**src/rtl/priority_encoder_queue.sv**
```systemverilog
// priority_encoder_queue: captures one-cycle request pulses into sticky
// pending bits. It presents the highest-index pending request as a W-bit
// code over a valid/ready handshake and clears that bit when the code is
// accepted. The enable input gates capture, transfer and presentation.
module priority_encoder_queue #(
  parameter int W = 2
) (
  input  logic              clk,
  input  logic              rst_n,
  input  logic              en,
  input  logic [2**W-1:0]   req,
  input  logic              ready,
  output logic              valid,
  output logic [W-1:0]      code,
  output logic [2**W-1:0]   pending
);

  localparam int N = 2**W;

  logic          fire;
  logic [N-1:0]  clr;
  logic [N-1:0]  pending_n;

  // Index of the highest set bit, or 0 when nothing is set.
  function automatic logic [W-1:0] hi_index(input logic [N-1:0] v);
    logic [W-1:0] idx;
    idx = '0;
    for (int i = 0; i < N; i++) begin
      if (v[i]) idx = W'(i);
    end
    return idx;
  endfunction

  // Transfer decode and next pending set; a new request on the bit being
  // cleared in the same cycle wins, so that event is presented again.
  always_comb begin
    fire      = valid & ready & en;
    clr       = '0;
    if (fire) clr = N'(1) << code;
    pending_n = (pending & ~clr) | (en ? req : '0);
  end

  // Pending bits and output slot. A held code is never preempted. With
  // enable low the slot is emptied and pending is frozen, so the code is
  // reselected from pending when enable returns.
  always_ff @(posedge clk) begin
    if (!rst_n) begin
      pending <= '0;
      valid   <= 1'b0;
      code    <= '0;
    end else if (en) begin
      pending <= pending_n;
      if (!valid || fire) begin
        valid <= |pending_n;
        code  <= hi_index(pending_n);
      end
    end else begin
      valid <= 1'b0;
      code  <= '0;
    end
  end

endmodule

```
**config.mk**
```make
export PLATFORM = sky130hd
export DESIGN_NAME = priority_encoder_queue
export DESIGN_NICKNAME = d
export VERILOG_FILES = /design/src/rtl/priority_encoder_queue.sv
export SDC_FILE = /design/constraint.sdc
export NUM_CORES = 1
export LEC_CHECK = 0
export CORE_AREA = 2 2 39 41
export CTS_CLUSTER_DIAMETER = 120
export DETAILED_ROUTE_END_ITERATION = 7
export DIE_AREA = 0 0 41 43
export HOLD_SLACK_MARGIN = 0.02
export SLEW_MARGIN = 10
export SYNTH_ARGS = -nofsm -noshare
export SYNTH_HDL_FRONTEND = slang
export SYNTH_SLANG_ARGS = --single-unit
```
**constraint.sdc**
```tcl
create_clock -name clk -period 1.55 [get_ports clk]
set_input_delay 0.31 -clock clk [delete_from_list [all_inputs] [get_ports clk]]
set_output_delay 0.31 -clock clk [all_outputs]
set_load 0.01 [all_outputs]
```
==> results.py <==
metrics = {
    "worst_setup_path": {
        "reg2reg_from": "valid",
        "ff2ff_path_depth": 4,
        "cp_cell_sequence": "clkdlybuf4s50_1",
        "path_max_fanout": 3,
        "path_buf_inv": 1,
        "worstPathRequired_ps": 1240,
        "critPathKind": "flop to output pin",
        "r2r_end": "code[0]",
        "cp.arrival_ps": 1210,
        "r2r_slack_ps": 290,
        "cp_slowest_cell": "clkdlybuf4s50_1",
        "worstSetupStartpointType": "flop",
        "endpoint_kind": "output pin",
        "cp_slowest_stage_delay_ps": 560,
        "cp.depth": 1,
        "path_delay_family": "buffers and inverters",
    },
    "min_path": {
        "worstHoldPathCells": 2,
        "min-delay-start": "code[1]",
        "whs_endpoint": "code[1]",
        "hp-class": "flop to flop",
    },
    "timing": {
        "slew-limit-headroom_pct": 82.8,
        "tightest_slew_ps": 258,
        "fin_crit_ps": 1520,
        "clock.fmax_mhz": 660,
        "fin_tns_setup_ps": 0,
        "rsz0062_at_grt": "true",
        "setup_viol": 0,
        "drv_slew": 0,
        "hold_violations": 0,
        "fin_crit_sh_pct": 97.8,
        "fin_skew_ps": 2.55,
    },
    "power": {
        "power_density_nw_per_um2": 895,
        "leakage_uw": 0.000258,
        "clockPowerShare_pct": 32.4,
        "ir_drop_uv": 328,
        "p_sw_share_pct": 26.5,
        "p_int_uw": 376,
        "seqPwrFrac_pct": 41.8,
        "p_sw_uw": 136,
        "comb_power_share_pct": 25.8,
    },
    "yosys": {
        "yosysSeqAreaShare_pct": 41.9,
        "yosys-top-cells-area": "dfxtp_1 (42%), a221oi_2 (9.0%), nor2b_1 (7.5%), nand4_4 (6.4%), buf_6 (3.4%)",
        "yosys.cell_types.count": 19,
        "syn_area_um2": 334,
        "synth_seq_cells": 7,
        "avgSynthCellArea_um2": 10.4,
        "synth_area_leader_cell": "dfxtp_1",
        "ys_warn_count": 0,
        "synthCells": 32,
        "synth_nets": 40,
        "synth_top_area_share_pct": 41.9,
    },
    "route": {
        "drt_iter0_drc": 1,
        "drt-pass1-iter-count": 2,
        "drcViolationCount": 0,
        "dr_total_vias": 312,
        "viasPerCell": 4.52,
        "postRouteAntennaNets": 0,
        "wl_per_cell_um": 11.6,
        "drt-total-wl_um": 799,
    },
    "finish": {
        "drive_above_1_share_pct": 26.4,
        "finalNetCount": 62,
        "fillers": 136,
        "area_growth_pct": 71.2,
        "antenna_cells": 0,
        "final_area_um2": 572,
    },
    "flow_run": {
        "drv_cap": 0,
    },
    "place": {
        "gp_congestion": 0.660,
        "dpl.hpwl_um": 616,
        "placed_cell_area_um2": 513,
        "port_buffers": 14,
    },
    "cts": {
        "cts.sinks": 7,
        "cts.clk_slew.worst_paths_ps": 50,
        "cts_tree": "done",
        "hold_buffers": 0,
        "root_buffer": "clkbuf_4",
        "htreeDepth": 1,
        "cts_inserted_buffers": 3,
        "clk_latency_ps": 250,
        "cts_max_path_buffers": 2,
    },
    "die": {
        "pin_count": 15,
        "core_um2": 1380,
        "rows": 14,
        "initial_utilization_pct": 24.1,
        "die-area_um2": 1760,
        "die_y_um": 43,
        "die_width_um": 41,
    },
    "global_route": {
        "grtUsageTotal_pct": 12.1,
        "antenna_found_initial": 0,
        "grt_max_degree": 7,
        "gr-total-overflow": 0,
        "grt_pass1_wl_um": 1400,
        "first_global_vias": 332,
    },
    "outcome": {
        "status": "finished, final reports clean",
    },
}
-- area by class of cell --
class | count | area [µm²] | share of cell area [%]
clock buffers | 4 | 26.3 | 4.60
repair buffers | 18 | 178 | 31.1
flip-flops and latches | 7 | 143 | 24.9
multi-input cells | 24 | 205 | 35.9
well taps | 16 | 20.0 | 3.50
-- logic make-up after synthesis --
| family | synth area share (%) |
|---|---|
| DFF | 41.9 |
| buffers and inverters | 3.37 |
| and+or+nand+nor | 32.2 |
| AOI/OAI and AO/OA | 22.5 |
-- layout by cell type, fill, tap and decap left out --
cell type,n
nor2_1,2
dlymetal6s2s_1,3
nor3_1,1
and2b_1,1
a311oi_1,1
clkbuf_4,3
nand2_1,3
a21oi_2,1
clkdlybuf4s50_1,11
a22o_1,1
nand2b_1,1
nand4b_1,1
o21a_1,1
nor2b_1,4
dfxtp_2,2
a31oi_1,1
nand4_4,1
a21oi_1,1
and3_1,1
dfxtp_1,5
clkbuf_1,1
and2b_2,1
buf_4,4
a221oi_4,2
-- cells in the mapped netlist (all sizes together) --
cell and n:
nand2b 1, buf 1, dfxtp 7, o21a 1, and3 1, and2b 2, a22o 1, nor2b 4
a221oi 2, a31oi 1, a311oi 1, nor2 2, nand2 3, a21oi 2, nand4 1, nor3 1
nand4b 1
-- flip-flops by register name, indices dropped and copies added (netlist names) --
name / count
code: 2
pending: 4
valid: 1
-- power by group through the flow --
stage	registers (µW)	clock network, µW	logic (µW)
detailed placement	216	0	123
finish	214	166	132
global placement	216	0	123
global route	217	186	145
CTS	213	176	124
floorplan	221	0	49.4
-- worst reg2reg max path: stages (launching register included) --
cell	delay, ps
dfxtp_1	400
nand4b_1	200
a221oi_4	320
nand2b_1	140
a311oi_1	80
-- per-stage QoR --
stage          utilization (%)  worst slack, ps  hold slack [ps]  total power [µW]  instances
2_1_floorplan                -              357              435               270         32
3_3_place_gp              37.1             -234              550               339         65
3_5_place_dp              37.1             -236              554               339         65
4_1_cts                   39.2             5.10              531               513         69
5_1_grt                   41.3            -25.2              544               548         69
6_report                  41.3             34.2              529               512         69
-- routing by layer --
layer  vias to the layer above  part of all wire (%)  global-route usage, %
li1                        160                     -                      -
met1                       142                    43                   15.0
met2                         8                    50                   16.6
met3                         2                   5.0                   3.14
met4                         0                   1.5                   10.0
met5                         -                     0                      0
-- worst max path at each step --
stage / endpoint / slack, ps / from
final: pending[1] / 30 / pending[1]
after global routing: code[0] / -30 / ready
after CTS: valid / 5 / valid
after detailed placement: code[0] / -240 / en
after global placement: code[0] / -230 / en
after floorplan: valid / 360 / code[1]
-- repair_timing --
| action | 4_1_cts | 5_1_grt |
|---|---|---|
| cloned | 0 | 0 |
| endpoints found under the setup margin | 2 | 4 |
| buffers inserted | 0 | 0 |
| resized for setup | 2 | 5 |
No activity file was read; power rests on OpenSTA's default activity.
